`src/rtl/trng_collector.sv`:
```
// trng_collector: packs raw TRNG bits into W-bit words behind a valid/ready port,
// with a sticky repetition-count health test. Define TRNG_VN_DEBIAS_EN for von Neumann debiasing.
module trng_collector #(
    parameter int W         = 32,
    parameter int REP_LIMIT = 32
) (
    input  logic         clk,
    input  logic         rst,
    input  logic         en,
    input  logic         rand_in,
    input  logic         clr_fail,
    input  logic         out_ready,
    output logic         out_valid,
    output logic [W-1:0] out_data,
    output logic         health_fail,
    output logic [1:0]   dbg_state
);
    localparam int            CW       = $clog2(W);
    localparam logic [CW-1:0] LAST_BIT = CW'(W - 1);
    localparam logic [CW-1:0] CNT_ONE  = CW'(1);
    localparam logic [7:0]    REP_MAX  = 8'(REP_LIMIT);

    typedef enum logic [1:0] {
        S_IDLE = 2'd0,
        S_FILL = 2'd1,
        S_FULL = 2'd2,
        S_FAIL = 2'd3
    } state_t;

    state_t        state;
    logic [W-1:0]  shifter;
    logic [CW-1:0] bit_cnt;
    logic [7:0]    rep_cnt;
    logic [7:0]    rep_next;
    logic          prev_bit;
    logic          acc_valid;
    logic          acc_bit;
    logic          xfer;
    logic          word_done;
    logic [W-1:0]  shift_next;

    // Handshake: a word moves on any rising edge with out_valid=1 and out_ready=1;
    // out_valid/out_data hold until then, and out_ready may change freely.
    assign xfer       = out_valid && out_ready;
    assign shift_next = {shifter[W-2:0], acc_bit};
    assign word_done  = acc_valid && (bit_cnt == LAST_BIT);
    assign dbg_state  = state;

    // A run length of 0 means no previous sample, so the next sample starts a run of 1.
    always_comb begin
        rep_next = 8'd1;
        if (rep_cnt != 8'd0 && rand_in == prev_bit)
            rep_next = (rep_cnt == REP_MAX) ? REP_MAX : rep_cnt + 8'd1;
    end

`ifdef TRNG_VN_DEBIAS_EN
    logic pair_full;
    logic pair_bit;

    always_ff @(posedge clk) begin
        if (!rst || state == S_FAIL) begin
            pair_full <= 1'b0;
            pair_bit  <= 1'b0;
        end else if (en) begin
            pair_full <= !pair_full;
            pair_bit  <= rand_in;
        end
    end

    // (0,1) -> 0 and (1,0) -> 1: the accepted bit is the first of a differing pair.
    assign acc_valid = en && pair_full && (pair_bit != rand_in);
    assign acc_bit   = pair_bit;
`else
    assign acc_valid = en;
    assign acc_bit   = rand_in;
`endif

    always_ff @(posedge clk) begin
        if (!rst) begin
            state       <= S_IDLE;
            out_valid   <= 1'b0;
            out_data    <= '0;
            health_fail <= 1'b0;
            shifter     <= '0;
            bit_cnt     <= '0;
            rep_cnt     <= '0;
            prev_bit    <= 1'b0;
        end else if (state == S_FAIL) begin
            if (clr_fail) begin
                health_fail <= 1'b0;
                rep_cnt     <= '0;
                state       <= en ? S_FILL : S_IDLE;
            end
        end else if (en && rep_next == REP_MAX) begin
            state       <= S_FAIL;
            health_fail <= 1'b1;
            out_valid   <= 1'b0;
            out_data    <= '0;
            shifter     <= '0;
            bit_cnt     <= '0;
            rep_cnt     <= rep_next;
            prev_bit    <= rand_in;
        end else begin
            if (en) begin
                rep_cnt  <= rep_next;
                prev_bit <= rand_in;
            end
            if (state == S_FULL) begin
                // Accepted bits are dropped while a finished word waits here.
                if (xfer) begin
                    out_data <= shifter;
                    shifter  <= '0;
                    state    <= S_FILL;
                end
            end else begin
                if (en)
                    state <= S_FILL;
                if (word_done) begin
                    if (!out_valid || out_ready) begin
                        out_data  <= shift_next;
                        out_valid <= 1'b1;
                        shifter   <= '0;
                    end else begin
                        shifter <= shift_next;
                        state   <= S_FULL;
                    end
                    bit_cnt <= '0;
                end else begin
                    if (acc_valid) begin
                        shifter <= shift_next;
                        bit_cnt <= bit_cnt + CNT_ONE;
                    end
                    if (xfer)
                        out_valid <= 1'b0;
                end
            end
        end
    end
endmodule

```
`config.mk`:
```
export PLATFORM = sky130hd
export DESIGN_NAME = trng_collector
export DESIGN_NICKNAME = d
export VERILOG_FILES = /design/src/rtl/trng_collector.sv
export SDC_FILE = /design/constraint.sdc
export NUM_CORES = 1
export LEC_CHECK = 0
export CAP_MARGIN = 20
export CORE_MARGIN = 8
export CORE_UTILIZATION = 23
export DETAILED_ROUTE_END_ITERATION = 6
export GPL_TIMING_DRIVEN = 1
export PLACE_DENSITY_LB_ADDON = 0.08
export SYNTH_ARGS = -nofsm -noshare
export SYNTH_HDL_FRONTEND = slang
export SYNTH_SLANG_ARGS = --single-unit
```
`constraint.sdc`:
```
create_clock -name clk -period 7.7 [get_ports clk]
set_input_delay 2.31 -clock clk [delete_from_list [all_inputs] [get_ports clk]]
set_output_delay 2.31 -clock clk [all_outputs]
set_load 0.02 [all_outputs]
```
==> load_flow_metrics.sql, run 1 <==
INSERT INTO impl_metrics (metric_group, metric, value, unit) VALUES
('cells_and_area', 'final_core_util', '28.5', '%'),
('min_path', 'hold_depth', '2', ''),
('run', 'max_cap_violations', '0', ''),
('placed_design', 'port-buffer-count', '41', ''),
('clock_network', 'clkTransAtPathRegs', '0.06', 'ns'),
('worst_setup_path', 'crit-reg2reg-launch', 'rep_cnt[0]', ''),
('min_path', 'min_from', 'shifter[31]', ''),
('worst_setup_path', 'timing.critical_path.slowest_cell_delay', '0.67', 'ns'),
('clock_network', 'root_buffer', 'sky130_fd_sc_hd__clkbuf_16', ''),
('synth', 'synth_async_sr_flop_share', '0', '%'),
('global_routing', 'grt_pass1_vias', '3207', ''),
('worst_setup_path', 'critical_path.startpoint_type', 'input port', ''),
('cells_and_area', 'layout-drive-gt1-share', '6.76', '%'),
('pwr', 'p_per_area', '190', 'mW/mm²'),
('synth', 'syn_inst', '483', ''),
('floorplan', 'core-area', '0.0163', 'mm²'),
('timing', 'timing.setup.tns', '0', 'ns'),
('cells_and_area', 'antennaDiodeCount', '0', ''),
('global_routing', 'grt_remaining_overflow', '0', ''),
('timing', 'fmaxAchievable', '203', 'MHz'),
('synth', 'largest_family_of_logic_cells_by_synthesized_area', 'simple AND/OR/NAND/NOR gates', ''),
('placed_design', 'dp_hpwl', '6290', 'µm'),
('min_path', 'whs_endpoint', 'shifter[31]', ''),
('worst_setup_path', 'cp.required', '7.97', 'ns'),
('synth', 'synth.ff_latch_count', '82', ''),
('pwr', 'max-vdd-ir-drop', '0.0917', 'mV'),
('cells_and_area', 'fin_nets', '509', ''),
('pwr', 'power.leakage', '1.42', 'nW'),
('worst_setup_path', 'cp_cell_sequence', 'clkdlybuf4s50_1 -> xor2_1 -> a21oi_2 -> o221ai_1 -> and4_1 -> a211oi_4 -> buf_4 -> nand3_1 -> o21ai_1', ''),
('placed_design', 'globalplace.congestion', '0.774', ''),
('timing', 'final.min_clock_period', '4.93', 'ns'),
('detailed_routing', 'initialDrtViolationCount', '245', ''),
('synth', 'synth.area.mux_share', '0', '%'),
('global_routing', 'pin_count_of_the_biggest_net_entering_global_routing', '89', ''),
('floorplan', 'area_enclosed_by_the_die_boundary', '0.0209', 'mm²'),
('cells_and_area', 'layoutNonFillerInstCount', '723', ''),
('timing', 'worst-slew-pin-transition', '0.883', 'ns'),
('worst_setup_path', 'timing.reg2reg.worst_path_depth', '10', ''),
('synth', 'post_synth_xor_area_fraction', '0.692', '%'),
('worst_setup_path', 'crit_arrival', '5.20', 'ns'),
('synth', 'synth-main-ff-cell', 'sky130_fd_sc_hd__dfxtp_1', ''),
('worst_setup_path', 'critical_path.max_fanout', '19', ''),
('clock_network', 'cts_htree_levels', '3', ''),
('detailed_routing', 'vias_per_cell', '4.84', ''),
('synth', 'synth_cell_types', '45', ''),
('clock_network', 'clkSinkCount', '82', ''),
('detailed_routing', 'detail_route.wl_per_cell', '15.1', 'µm'),
('placed_design', 'place_inst', '707', ''),
('detailed_routing', 'drc_errors', '0', ''),
('cells_and_area', 'area_growth', '22.5', '%'),
('worst_setup_path', 'critical-path-slowest-cell', 'sky130_fd_sc_hd__a211oi_4', ''),
('clock_network', 'post_cts.resized_instances', '0', ''),
('clock_network', 'cts_buffer_depth', '2', ''),
('floorplan', 'die_width', '145', 'µm'),
('synth', 'synthSimpleGateAreaFrac', '26.1', '%'),
('synth', 'synth-warning-count', '0', ''),
('clock_network', 'tritoncts_clock_tree', 'done', ''),
('timing', 'finalSetupViolations', '0', ''),
('worst_setup_path', 'critical_path.endpoint_type', 'flop', ''),
('floorplan', 'floorplan.initialDensity', '23.2', '%'),
('synth', 'synth.yosys.seq_area_share', '43.2', '%'),
('synth', 'synth-adder-area-share', '1.32', '%'),
('global_routing', 'grt_antenna_before_repair', '0', ''),
('clock_network', 'post-cts-setup-buffer-count', '0', ''),
('detailed_routing', 'firstDrtPassIters', '5', ''),
('floorplan', 'chipHeight', '145', 'µm'),
('timing', 'final_max_slew_viol_count', '0', ''),
('timing', 'grt_setup_unrepaired', 'no', ''),
('synth', 'synth.cell_area', '0.00380', 'mm²'),
('outcome', 'outcome', 'complete, no violations', ''),
('synth', 'postSynthAreaPerCell', '7.86', 'µm²');
-- routing by layer --
| layer | wire length, µm | track usage (%) | up-vias |
|---|---|---|---|
| li1 | - | - | 1791 |
| met1 | 5500 | 15.1 | 1618 |
| met2 | 4680 | 15.4 | 78 |
| met3 | 535 | 2.61 | 14 |
| met4 | 187 | 4.76 | 0 |
| met5 | 0 | 0 | - |
-- synth_stat cells (6+ instances only) --
library cell / count / share of area, %
sky130_fd_sc_hd__a21boi_0: 6 / 1.2
sky130_fd_sc_hd__a31oi_1: 33 / 5.4
sky130_fd_sc_hd__dfxtp_1: 82 / 43
sky130_fd_sc_hd__o21ai_1: 29 / 3.8
sky130_fd_sc_hd__clkbuf_1: 31 / 3.1
sky130_fd_sc_hd__nand3_1: 104 / 14
sky130_fd_sc_hd__buf_2: 11 / 1.4
sky130_fd_sc_hd__o21ai_0: 48 / 6.3
sky130_fd_sc_hd__nand2_1: 54 / 5.3
sky130_fd_sc_hd__nor2_1: 6 / 0.59
sky130_fd_sc_hd__a21oi_1: 6 / 0.79
sky130_fd_sc_hd__inv_1: 9 / 0.89
-- layout by cell type (no fill, tap or decap), types with 3 or more instances in the layout --
cell                              instances
sky130_fd_sc_hd__nand3_1                104
sky130_fd_sc_hd__dfxtp_1                 82
sky130_fd_sc_hd__o21ai_1                 29
sky130_fd_sc_hd__a31oi_1                 33
sky130_fd_sc_hd__and2_1                   4
sky130_fd_sc_hd__o21a_1                   3
sky130_fd_sc_hd__ha_1                     4
sky130_fd_sc_hd__o21ai_0                 48
sky130_fd_sc_hd__nand2_1                 53
sky130_fd_sc_hd__and3_1                   5
sky130_fd_sc_hd__clkdlybuf4s50_1         40
sky130_fd_sc_hd__nor2b_1                  3
sky130_fd_sc_hd__a21boi_0                 6
sky130_fd_sc_hd__inv_1                    9
sky130_fd_sc_hd__nand4_1                  4
sky130_fd_sc_hd__buf_4                    5
sky130_fd_sc_hd__a21oi_1                  6
sky130_fd_sc_hd__nor2_1                   5
sky130_fd_sc_hd__o22ai_1                  4
sky130_fd_sc_hd__clkbuf_16                9
-- final cells by class --
class | count | area (µm²)
inverters | 9 | 33.8
multi-input cells | 350 | 1970
clock inverters | 4 | 28.8
well taps | 220 | 275
clock buffers | 11 | 243
repair buffers | 47 | 463
fillers | 1815 | 11700
flip-flops and latches | 82 | 1640
-- flip-flops by register name (all words and copies together) (netlist names) --
signal       cells
bit_cnt          5
shifter         32
dbg_state        2
rep_cnt          8
out_data        32
prev_bit         1
out_valid        1
health_fail      1
-- report_power, final --
part           total [W]  internal (W)  leakage (nW)  switching (W)
combinational  0.0000409     0.0000122         0.634      0.0000287
sequential      0.000430      0.000427         0.662     0.00000335
clock           0.000411      0.000226         0.128       0.000185
-- cells by family (layout without fill, tap and decap cells) --
kind of cell,after synthesis,in the layout
compound gates,145,145
xor+xnor,3,3
fa+ha+maj,4,4
buf+inv,51,71
flops,82,82
simple gates,198,198
-- how the worst max path moves through the flow --
stage	from	to	slack [ns]	depth (start not counted)
floorplan	rand_in	shifter[11]	3.69	8
global placement	rand_in	shifter[22]	2.48	9
detailed placement	rand_in	shifter[24]	2.41	9
CTS	rand_in	shifter[18]	2.77	9
global route	rand_in	shifter[15]	2.51	9
finish	rand_in	shifter[17]	2.77	9
-- critical path: cells and delay by family --
kind | cells | cell delay, ns
simple gates | 2 | 0.41
buf+inv | 2 | 0.92
compound gates | 4 | 1.37
xor+xnor | 1 | 0.19
-- stage by stage --
step	setup slack, ns	hold slack, ns	area [µm²]	total power [W]
floorplan	3.69	0.436	3800	0.000467
global route	2.51	0.491	4650	0.000920
finish	2.77	0.467	4650	0.000882
global placement	2.48	0.447	4360	0.000482
detailed placement	2.41	0.457	4360	0.000482
CTS	2.77	0.466	4630	0.000899
No activity file was read; power rests on OpenSTA's default activity.
==> inputs of run 2 (changes only) <==
==> constraint.sdc (replaced) <==
create_clock -name clk -period 4.83 [get_ports clk]
set_input_delay 1.449 -clock clk [delete_from_list [all_inputs] [get_ports clk]]
set_output_delay 1.449 -clock clk [all_outputs]
set_load 0.02 [all_outputs]
==> load_flow_metrics.sql, run 2 (synthesis results as in run 1) <==
INSERT INTO impl_metrics (metric_group, metric, value, unit) VALUES
('global_routing', 'grt_pass1_vias', '3297', ''),
('worst_setup_path', 'cp.required', '5.10', 'ns'),
('timing', 'timing.setup.tns', '0', 'ns'),
('worst_setup_path', 'reg2reg_slack', '2.05', 'ns'),
('detailed_routing', 'vias_per_cell', '4.92', ''),
('timing', 'hold_viol', '0', ''),
('timing', 'grt_setup_unrepaired', 'no', ''),
('global_routing', 'pin_count_of_the_biggest_net_entering_global_routing', '65', ''),
('clock_network', 'cts_buffer_depth', '2', ''),
('placed_design', 'port-buffer-count', '41', ''),
('cells_and_area', 'antennaDiodeCount', '0', ''),
('cells_and_area', 'area_growth', '24.8', '%'),
('detailed_routing', 'dr_total_vias', '3579', ''),
('floorplan', 'io_pins', '42', ''),
('clock_network', 'clkTransAtPathRegs', '0.07', 'ns'),
('detailed_routing', 'firstDrtPassIters', '5', ''),
('timing', 'finalSetupViolations', '0', ''),
('worst_setup_path', 'critical_path.startpoint_type', 'input port', ''),
('clock_network', 'cts_htree_levels', '3', ''),
('run', 'max_cap_violations', '0', ''),
('pwr', 'max-vdd-ir-drop', '0.159', 'mV'),
('timing', 'layout_worst_path_cycle_share', '76.7', '%'),
('pwr', 'power.leakage', '1.47', 'nW'),
('timing', 'relSlewSlack', '46.5', '%'),
('timing', 'timing.final.ws_setup', '1.12', 'ns'),
('floorplan', 'floorplan.initialDensity', '23.2', '%'),
('detailed_routing', 'drt.antenna.violating_nets', '0', ''),
('placed_design', 'dp_hpwl', '7010', 'µm'),
('global_routing', 'globalRouteTotalUtil', '11.1', '%'),
('cells_and_area', 'biggestRegsByFlops', 'out_data: 32 flops, shifter: 32 flops, rep_cnt: 8 flops', ''),
('worst_setup_path', 'cp_cell_sequence', 'clkdlybuf4s50_1 -> xor2_1 -> a21oi_2 -> o221ai_1 -> and4_1 -> a21boi_0 -> nand3_1 -> o22ai_1', ''),
('min_path', 'holdCritPathClass', 'flop to flop', ''),
('worst_setup_path', 'critical-path-slowest-cell', 'sky130_fd_sc_hd__clkdlybuf4s50_1', ''),
('worst_setup_path', 'crit-reg2reg-launch', 'rep_cnt[0]', ''),
('cells_and_area', 'mostFrequentLayoutCell', 'sky130_fd_sc_hd__nand3_1', ''),
('worst_setup_path', 'critical_path.reg2reg.endpoint', 'bit_cnt[0]', ''),
('min_path', 'whs_endpoint', 'shifter[31]', ''),
('timing', 'clock-skew-final', '0.00865', 'ns'),
('cells_and_area', 'fin_nets', '513', ''),
('detailed_routing', 'detail_route.wl_per_cell', '15.5', 'µm'),
('clock_network', 'root_buffer', 'sky130_fd_sc_hd__clkbuf_16', ''),
('timing', 'hold_ws', '0.472', 'ns'),
('worst_setup_path', 'timing.reg2reg.worst_path_depth', '9', ''),
('timing', 'final.min_clock_period', '3.71', 'ns'),
('global_routing', 'grt_remaining_overflow', '0', ''),
('timing', 'fmaxAchievable', '270', 'MHz'),
('clock_network', 'clkSinkCount', '82', ''),
('worst_setup_path', 'critPathKind', 'input port to flop', ''),
('worst_setup_path', 'timing.critical_path.slowest_cell_delay', '0.56', 'ns'),
('floorplan', 'area_enclosed_by_the_die_boundary', '0.0209', 'mm²'),
('placed_design', 'pre_cts_slack', '0.775', 'ns'),
('detailed_routing', 'drc_errors', '0', ''),
('min_path', 'min_from', 'shifter[31]', ''),
('clock_network', 'tritoncts_clock_tree', 'done', ''),
('floorplan', 'core-area', '0.0163', 'mm²'),
('floorplan', 'chipHeight', '145', 'µm'),
('pwr', 'p_per_area', '319', 'mW/mm²'),
('floorplan', 'number_of_rows_created_at_floorplan', '47', ''),
('floorplan', 'die_width', '145', 'µm'),
('clock_network', 'clock_latency_on_the_worst_skew_pair', '0.34', 'ns'),
('timing', 'final_max_slew_viol_count', '0', ''),
('cells_and_area', 'mostFrequentLayoutCells', 'sky130_fd_sc_hd__nand3_1, sky130_fd_sc_hd__dfxtp_1, sky130_fd_sc_hd__nand2_1', ''),
('global_routing', 'first_pass_grt_wire_length', '18300', 'µm'),
('clock_network', 'post_cts.resized_instances', '0', ''),
('clock_network', 'post-cts-setup-buffer-count', '0', ''),
('global_routing', 'grt_antenna_before_repair', '0', ''),
('placed_design', 'globalplace.congestion', '0.762', ''),
('cells_and_area', 'layout-drive-gt1-share', '7.48', '%'),
('outcome', 'outcome', 'complete, no violations', ''),
('min_path', 'hold_depth', '2', ''),
('detailed_routing', 'initialDrtViolationCount', '252', ''),
('worst_setup_path', 'critical_path.max_fanout', '7', ''),
('detailed_routing', 'detail_route.wirelength', '11300', 'µm'),
('worst_setup_path', 'critical_path.endpoint_type', 'flop', ''),
('worst_setup_path', 'crit_arrival', '3.97', 'ns'),
('timing', 'worst-slew-pin-transition', '0.802', 'ns'),
('clock_network', 'postCtsHoldBufs', '0', ''),
('clock_network', 'numCtsBuffers', '9', '');
## run 2: changes by cell type in the layout (fill, tap and decap cells not counted), sizes merged
cell / delta
buf: +4
bufinv: +2
clkinvlp: -1
## run 2: power by group
part | internal (W) | switching (W)
logic | 0.0000211 | 0.0000468
registers | 0.000681 | 0.00000580
clock network | 0.000466 | 0.000293
total | 0.00117 | 0.000346
## run 2: how the worst max path moves through the flow
stage	from	end	slack [ns]	cells after the start
after global placement	rand_in	bit_cnt[0]	0.90	8
final	rand_in	bit_cnt[0]	1.12	8
after global routing	rand_in	bit_cnt[0]	0.86	8
after CTS	rand_in	bit_cnt[0]	1.11	8
after floorplan	rand_in	shifter[11]	1.68	8
after detailed placement	rand_in	bit_cnt[0]	0.78	8
## run 2: stage by stage
step	power (W)	area, µm²	util, %	std cells
2_1_floorplan	0.000745	3800	-	483
3_3_place_gp	0.000770	4420	27.0	712
3_5_place_dp	0.000770	4420	27.0	712
4_1_cts	0.00154	4740	29.0	728
5_1_grt	0.00158	4740	29.0	728
6_report	0.00151	4740	29.0	728
## run 2: final cells by class
type / instances / area [µm²]
Fill cell: 1818 / 11600
Multi-Input combinational cell: 350 / 1960
Sequential cell: 82 / 1640
Timing Repair Buffer: 51 / 505
Tap cell: 220 / 275
Clock buffer: 11 / 243
Clock inverter: 5 / 77.6
Inverter: 9 / 33.8
## run 2: per-layer routing
metal  track usage (%)  up-vias  share of wire [%]
met4              4.60        0                1.8
met5                 0        -                  0
li1                  -     1794                  -
met1              15.3     1692                 50
met3              2.67       17                4.6
met2              16.2       76                 43
## run 2: critical path: cells and delay by family
family | cells | cell delay [ns]
XOR/XNOR | 1 | 0.20
buffers and inverters | 1 | 0.56
AO/OA/AOI/OAI | 4 | 1.26
AND/OR/NAND/NOR | 2 | 0.51
==> inputs of run 3 (changes only) <==
==> constraint.sdc (replaced) <==
create_clock -name clk -period 3.7 [get_ports clk]
set_input_delay 1.11 -clock clk [delete_from_list [all_inputs] [get_ports clk]]
set_output_delay 1.11 -clock clk [all_outputs]
set_load 0.02 [all_outputs]
==> load_flow_metrics.sql, run 3 (synthesis results as in run 1) <==
INSERT INTO impl_metrics (metric_group, metric, value, unit) VALUES
('floorplan', 'area_enclosed_by_the_die_boundary', '0.0209', 'mm²'),
('detailed_routing', 'dr_total_vias', '3560', ''),
('timing', 'layout_worst_path_cycle_share', '87.4', '%'),
('global_routing', 'grt_remaining_overflow', '0', ''),
('placed_design', 'dp_hpwl', '6580', 'µm'),
('detailed_routing', 'detail_route.wirelength', '11000', 'µm'),
('cells_and_area', 'fillers', '1797', ''),
('pwr', 'p_per_area', '403', 'mW/mm²'),
('clock_network', 'cts_htree_levels', '3', ''),
('timing', 'worst-slew-pin-transition', '0.527', 'ns'),
('clock_network', 'clkSinkCount', '82', ''),
('worst_setup_path', 'critPathKind', 'input port to flop', ''),
('floorplan', 'number_of_rows_created_at_floorplan', '47', ''),
('clock_network', 'clkTransAtPathRegs', '0.06', 'ns'),
('clock_network', 'clock_latency_on_the_worst_skew_pair', '0.34', 'ns'),
('detailed_routing', 'initialDrtViolationCount', '220', ''),
('min_path', 'hold_depth', '2', ''),
('cells_and_area', 'area_growth', '26.0', '%'),
('worst_setup_path', 'cp.required', '3.96', 'ns'),
('pwr', 'max-vdd-ir-drop', '0.176', 'mV'),
('global_routing', 'use_met2', '16.8', '%'),
('placed_design', 'pre_cts_slack', '0.107', 'ns'),
('global_routing', 'groute.layer.met3.usage', '2.51', '%'),
('floorplan', 'core-area', '0.0163', 'mm²'),
('run', 'max_cap_violations', '0', ''),
('placed_design', 'placement.cell_area', '0.00448', 'mm²'),
('timing', 'final_max_slew_viol_count', '0', ''),
('cells_and_area', 'biggestRegsByFlops', 'out_data: 32 flops, shifter: 32 flops, rep_cnt: 8 flops', ''),
('outcome', 'outcome', 'complete, no violations', ''),
('worst_setup_path', 'critical_path.endpoint_type', 'flop', ''),
('floorplan', 'io_pins', '42', ''),
('cells_and_area', 'antennaDiodeCount', '0', ''),
('min_path', 'holdCritPathClass', 'flop to flop', ''),
('cells_and_area', 'fin_nets', '516', ''),
('worst_setup_path', 'reg2reg_slack', '1.00', 'ns'),
('clock_network', 'tritoncts_clock_tree', 'done', ''),
('detailed_routing', 'detail_route.wl_per_cell', '15.1', 'µm'),
('detailed_routing', 'drt.antenna.violating_nets', '0', ''),
('timing', 'final.min_clock_period', '3.23', 'ns'),
('global_routing', 'pin_count_of_the_biggest_net_entering_global_routing', '69', ''),
('timing', 'grt_setup_unrepaired', 'no', ''),
('worst_setup_path', 'critical_path.startpoint_type', 'input port', ''),
('timing', 'fmaxAchievable', '309', 'MHz'),
('placed_design', 'port-buffer-count', '41', ''),
('worst_setup_path', 'timing.reg2reg.worst_path_depth', '8', ''),
('cells_and_area', 'final_core_util', '29.3', '%'),
('detailed_routing', 'drc_errors', '0', ''),
('clock_network', 'post-cts-setup-buffer-count', '0', ''),
('worst_setup_path', 'critical_path.reg2reg.endpoint', 'bit_cnt[0]', ''),
('worst_setup_path', 'critical_path.max_fanout', '8', ''),
('timing', 'timing.setup.tns', '0', 'ns'),
('cells_and_area', 'mostFrequentLayoutCell', 'sky130_fd_sc_hd__nand3_1', ''),
('global_routing', 'globalRouteTotalUtil', '11.0', '%'),
('timing', 'relSlewSlack', '64.8', '%'),
('global_routing', 'grt_util_met1', '14.7', '%'),
('timing', 'finalSetupViolations', '0', ''),
('cells_and_area', 'layout-drive-gt1-share', '8.02', '%'),
('min_path', 'min_from', 'shifter[31]', ''),
('detailed_routing', 'vias_per_cell', '4.87', ''),
('global_routing', 'grt_antenna_before_repair', '0', ''),
('timing', 'hold_viol', '0', ''),
('worst_setup_path', 'crit_arrival', '3.50', 'ns'),
('floorplan', 'die_width', '145', 'µm'),
('timing', 'timing.final.ws_setup', '0.466', 'ns'),
('placed_design', 'globalplace.congestion', '0.772', ''),
('clock_network', 'root_buffer', 'sky130_fd_sc_hd__clkbuf_16', ''),
('clock_network', 'numCtsBuffers', '9', ''),
('pwr', 'power.leakage', '1.49', 'nW'),
('global_routing', 'grt_pass1_vias', '3348', ''),
('floorplan', 'floorplan.initialDensity', '23.2', '%'),
('cells_and_area', 'mostFrequentLayoutCells', 'sky130_fd_sc_hd__nand3_1, sky130_fd_sc_hd__dfxtp_1, sky130_fd_sc_hd__nand2_1', ''),
('global_routing', 'global_routing_s_busiest_layer', 'met2', ''),
('clock_network', 'cts_buffer_depth', '2', ''),
('timing', 'hold_ws', '0.470', 'ns'),
('detailed_routing', 'firstDrtPassIters', '4', ''),
('cells_and_area', 'finish.instance_area', '0.00479', 'mm²'),
('global_routing', 'first_pass_grt_wire_length', '18200', 'µm'),
('floorplan', 'chipHeight', '145', 'µm'),
('min_path', 'whs_endpoint', 'shifter[31]', ''),
('worst_setup_path', 'crit-reg2reg-launch', 'rep_cnt[0]', ''),
('clock_network', 'post_cts.resized_instances', '0', ''),
('timing', 'clock-skew-final', '0.00752', 'ns'),
('clock_network', 'postCtsHoldBufs', '0', '');
-- run 3: cell types whose count changed in the layout (fill, tap and decap cells not counted), sizes merged --
cell      before  now
bufinv         2    1
clkbuf        11   12
buf           11   14
clkinv         2    1
clkinvlp       1    2
-- run 3: metal layers --
layer	vias to the layer above	share of wire [%]
li1	1804	-
met1	1686	51
met2	56	43
met3	14	4.2
met4	0	1.5
met5	-	0
-- run 3: critical path, stage by stage --
cell and delay, ns:
sky130_fd_sc_hd__clkdlybuf4s50_1 0.55, sky130_fd_sc_hd__xor2_1 0.37, sky130_fd_sc_hd__a21oi_2 0.14, sky130_fd_sc_hd__o21ai_1 0.20
sky130_fd_sc_hd__nand4_2 0.34, sky130_fd_sc_hd__a21oi_2 0.40, sky130_fd_sc_hd__nand3_1 0.18, sky130_fd_sc_hd__o22ai_1 0.18
-- run 3: power by group --
| part | internal (W) | switching [W] | leakage (nW) | total (W) |
|---|---|---|---|---|
| combinational | 0.0000332 | 0.0000618 | 0.685 | 0.0000951 |
| sequential | 0.000889 | 0.00000744 | 0.662 | 0.000896 |
| clock | 0.000560 | 0.000380 | 0.145 | 0.000940 |
| total | 0.00148 | 0.000450 | 1.49 | 0.00193 |
-- run 3: through the flow --
stage | power (W) | cells
after floorplan | 0.000973 | 483
after global placement | 0.00101 | 715
after detailed placement | 0.00101 | 715
after CTS | 0.00196 | 731
after global routing | 0.00201 | 731
final | 0.00193 | 731
-- run 3: area by class of cell --
cell class              count  area, µm²  area share (%)
clock buffers              12        256            5.36
clock inverters             4       50.0            1.05
inverters                   9       33.8           0.706
multi-input cells         350       1960            41.0
flip-flops and latches     82       1640            34.3
well taps                 220        275            5.75
repair buffers             54        566            11.8
-- run 3: worst max path at each step --
stage | start | end | slack (ns) | depth (start not counted)
finish | rand_in | bit_cnt[0] | 0.47 | 8
global route | rand_in | bit_cnt[1] | 0.19 | 8
CTS | rand_in | bit_cnt[1] | 0.45 | 8
detailed placement | rand_in | bit_cnt[0] | 0.11 | 8
global placement | rand_in | shifter[23] | 0.15 | 9
floorplan | rand_in | shifter[11] | 0.89 | 8
